$ cat src/rtl/bin_to_bcd_seq.sv
// Sequential binary-to-packed-BCD converter (shift-add-3, one bit per clock).
// Start/done handshake; bcd/overflow hold the last completed result.
module bin_to_bcd_seq #(
  parameter int unsigned BIN_W  = 8,
  parameter int unsigned DIGITS = 3
) (
  input  logic                  clk,
  input  logic                  rst_n,
  input  logic                  start,
  input  logic [BIN_W-1:0]      bin,
  output logic                  busy,
  output logic                  done,
  output logic [4*DIGITS-1:0]   bcd,
  output logic                  overflow
);

  localparam int unsigned BCD_W = 4 * DIGITS;
  localparam int unsigned CNT_W = $clog2(BIN_W + 1);

  typedef enum logic [1:0] {
    IDLE  = 2'd0,
    SHIFT = 2'd1,
    DONE  = 2'd2
  } state_t;

  state_t             state;
  logic [BIN_W-1:0]   shift_reg;
  logic [BCD_W-1:0]   scratch;
  logic [BCD_W-1:0]   adj_c;
  logic               ovf_acc;
  logic [CNT_W-1:0]   cnt;

  // Add-3 correction on every digit >= 5 before the shift; 5..9 maps to 8..12, no wrap.
  always_comb begin
    adj_c = scratch;
    for (int unsigned d = 0; d < DIGITS; d++) begin
      if (scratch[4*d +: 4] >= 4'd5) begin
        adj_c[4*d +: 4] = scratch[4*d +: 4] + 4'd3;
      end
    end
  end

  // Conversion FSM with registered handshake and result outputs.
  always_ff @(posedge clk or negedge rst_n) begin
    if (!rst_n) begin
      state     <= IDLE;
      shift_reg <= '0;
      scratch   <= '0;
      ovf_acc   <= 1'b0;
      cnt       <= '0;
      busy      <= 1'b0;
      done      <= 1'b0;
      bcd       <= '0;
      overflow  <= 1'b0;
    end else begin
      done <= 1'b0;
      case (state)
        IDLE: begin
          if (start) begin
            shift_reg <= bin;
            scratch   <= '0;
            ovf_acc   <= 1'b0;
            cnt       <= CNT_W'(BIN_W);
            busy      <= 1'b1;
            state     <= SHIFT;
          end
        end
        SHIFT: begin
          // The bit leaving the top digit means the value no longer fits in DIGITS digits.
          {scratch, shift_reg} <= {adj_c[BCD_W-2:0], shift_reg, 1'b0};
          ovf_acc              <= ovf_acc | adj_c[BCD_W-1];
          cnt                  <= cnt - CNT_W'(1);
          if (cnt == CNT_W'(1)) begin
            state <= DONE;
          end
        end
        DONE: begin
          bcd      <= scratch;
          overflow <= ovf_acc;
          done     <= 1'b1;
          busy     <= 1'b0;
          state    <= IDLE;
        end
        default: begin
          busy  <= 1'b0;
          state <= IDLE;
        end
      endcase
    end
  end

endmodule

$ cat config.mk
export PLATFORM = sky130hd
export DESIGN_NAME = bin_to_bcd_seq
export DESIGN_NICKNAME = d
export VERILOG_FILES = /design/src/rtl/bin_to_bcd_seq.sv
export SDC_FILE = /design/constraint.sdc
export NUM_CORES = 1
export LEC_CHECK = 0
export CORE_MARGIN = 3
export CORE_UTILIZATION = 30
export DETAILED_ROUTE_END_ITERATION = 12
export PLACE_DENSITY_LB_ADDON = 0.1
export SLEW_MARGIN = 0
export SYNTH_ARGS = -nofsm -noshare
export SYNTH_HDL_FRONTEND = slang
export SYNTH_SLANG_ARGS = --single-unit
$ cat constraint.sdc
create_clock -name clk -period 2.25 [get_ports clk]
set_input_delay 0.5625 -clock clk [delete_from_list [all_inputs] [get_ports clk]]
set_output_delay 0.5625 -clock clk [all_outputs]
set_load 0.005 [all_outputs]
==> results.sh <==
export IMPL_outcome="completed"
export IMPL_clock_sinks=42
export IMPL_synth_cell_types=27
export IMPL_synthArstFlopShare_pct=100
export IMPL_synth_adder_area_share_pct=5.31
export IMPL_startpoint_type="flop"
export IMPL_grt_max_degree=25
export IMPL_dp_hpwl_mm=2.79
export IMPL_dieArea_sq_um=7270
export IMPL_start_util_pct=31.5
export IMPL_crit_path_end_kind="flop"
export IMPL_cts_resized=0
export IMPL_cts_root_buf="clkbuf_8"
export IMPL_power_leakage_nw=1.04
export IMPL_worstPathRequired_ps=2420
export IMPL_core_sq_um=5990
export IMPL_final_nets=229
export IMPL_antenna_found_initial=0
export IMPL_area_growth_pct=23.4
export IMPL_track_usage_pct=11.7
export IMPL_rsz0062_at_grt="false"
export IMPL_powerDensity_nw_per_um2=1410
export IMPL_reg2reg_from="scratch[4]"
export IMPL_finalCritPeriodShare_pct=76.0
export IMPL_worst_hold_path_type="primary input to async pin"
export IMPL_peakVddDrop_mv=0.570
export IMPL_syn_avg_cell_area_sq_um=10.5
export IMPL_synth_seq_area_share_pct=55.7
export IMPL_grt_first_pass_wirelength_mm=6.73
export IMPL_tightest_slew_ps=636
export IMPL_slew_headroom_pct=57.6
export IMPL_yosys_warnings=0
export IMPL_fin_worst_skew_ps=3.96
export IMPL_overflow=0
export IMPL_synth_nets=199
export IMPL_cp_data_arrival_time_ps=1880
export IMPL_startpoint="scratch[4]"
export IMPL_worst_path_buf_inv=1
export IMPL_synthMuxAreaShare_pct=4.18
export IMPL_hold_viol=0
export IMPL_critPathTopFamily="compound AO/OA/AOI/OAI gates"
export IMPL_timing_setup_tns_ps=0
export IMPL_slew_violations=0
export IMPL_path_cells="inv_1 > ha_1 > nand2b_1 > a21oi_1 > nor3_1 > a221o_1"
export IMPL_netlist_area_sq_um=1890
export IMPL_synth_enable_flop_cells=0
export IMPL_port_buffers=25
export IMPL_final_util_pct=38.8
export IMPL_wl_per_cell_um=13.8
export IMPL_postCtsSetupRepairBufs=0
export IMPL_antenna_cells=0
export IMPL_io_pins=26
export IMPL_rows=28
export IMPL_numCtsBuffers=5
export IMPL_whs_ps=238
export IMPL_synth_top_family_by_area="compound AO/OA/AOI/OAI gates"
export IMPL_via_per_inst=4.87
export IMPL_drtIter0Drc=39
export IMPL_ys_ff_latch=42
export IMPL_postRouteAntennaNets=0
export IMPL_setup_viol=0
export IMPL_cts_tree="done"
export IMPL_period_needed_ps=1710
export IMPL_synthSimpleGateAreaFrac_pct=11.8
export IMPL_clk_latency_ps=290
export IMPL_drive_above_1_share_pct=9.05
export IMPL_max_cap_viol_count=0
export IMPL_routed_wl_mm=3.93
export IMPL_chipHeight_um=85.3
export IMPL_slowest_stage="dfrtp_1"
export IMPL_dr_total_vias=1389
export IMPL_grt_pass1_vias=1394
export IMPL_clk_pin_slew_worst_paths_ps=80
export IMPL_cts_max_level=2
export IMPL_fmax_mhz=585
export IMPL_synth_top_flop_cell="dfrtp_1"
export IMPL_path_class="flop to flop"
export IMPL_synth_xor_xnor_area_share_pct=2.32
export IMPL_cp_max_fo=4
export IMPL_synth_compound_area_share_pct=16.1
export IMPL_drc=0
export IMPL_cts_buffer_depth=2
export IMPL_drt_pre_antenna_iters=4
export IMPL_ctsHoldBuffers=0
export IMPL_gp_congestion=0.716
export IMPL_die_x_um=85.3
export IMPL_synthCells=180
export IMPL_critical_path_max_stage_delay_ps=410
[cell type report]
type                    count  area, sq um
fillers                   583         3660
flip-flops and latches     42         1050
multi-input cells         119          749
repair buffers             31          315
well taps                  75         93.8
clock buffers               7         76.3
inverters                  11         41.3
[kinds of logic after synthesis]
| kind of cell | after synthesis |
|---|---|
| AOI/OAI and AO/OA | 47 |
| xor gates and xnor gates | 5 |
| adders and majority gates | 8 |
| buffers and inverters | 19 |
| DFF | 42 |
| muxes | 7 |
| and+or+nand+nor | 52 |
[stage by stage]
stage	worst slack [ps]	instance area, sq um	instances	total power, mW
CTS	511	2330	285	3.34
floorplan	820	1890	180	2.31
finish	539	2330	285	3.29
global placement	366	2250	278	2.81
detailed placement	353	2250	278	2.87
global route	391	2330	285	3.60
[path summary, 6_finish.rpt]
path                         endpoint  slack [ps]  depth (start not counted)
setup / recovery           scratch[6]         540                          6
hold / removal                 bcd[2]         240                          1
setup reg to reg           scratch[6]         540                          6
hold reg to reg                bcd[5]         480                          2
max in group asynchronous      bcd[5]        1510                          2
min in group clk               bcd[5]         480                          2
[metal layers]
layer | track usage (%) | up-vias | part of all wire [%]
li1 | - | 686 | -
met1 | 13.7 | 670 | 44
met2 | 20.1 | 28 | 50
met3 | 3.50 | 5 | 4.2
met4 | 4.75 | 0 | 1.7
met5 | 0 | - | 0
[cells in the final DEF, fill, tap and decap left out, types with 4 or more instances in the layout]
cell,netlist,layout
dfrtp_1,42,42
clkdlybuf4s50_1,0,24
nand2_1,22,22
nor2_1,17,17
o21ai_0,15,15
inv_1,11,11
ha_1,8,8
mux2_2,7,7
a31oi_1,7,7
nand2b_1,5,5
a21oi_1,5,5
o22ai_1,5,5
o31ai_1,5,5
clkbuf_8,0,5
a32o_1,4,4
nor3_1,4,4
buf_4,2,4
[cells in the mapped netlist (all sizes together) (4+ instances only)]
master   n  share of area [%]
o22ai    5                1.7
nor2    17                3.4
a21oi    5                1.3
o21ai   16                4.2
nand2b   5                1.7
o31ai    5                2.0
nor3     4                1.1
a31oi    7                2.3
dfrtp   42                 56
mux2     7                4.2
inv     11                2.2
buf      7                2.1
a32o     4                2.1
nand2   22                4.4
ha       8                5.3
[power breakdown]
part | switching [mW] | leakage, nW | internal [mW]
clock network | 0.243 | 0.0383 | 0.214
logic | 0.767 | 0.468 | 0.747
registers | 0.236 | 0.537 | 1.08
total | 1.25 | 1.04 | 2.04
No activity file was read; power rests on OpenSTA's default activity.
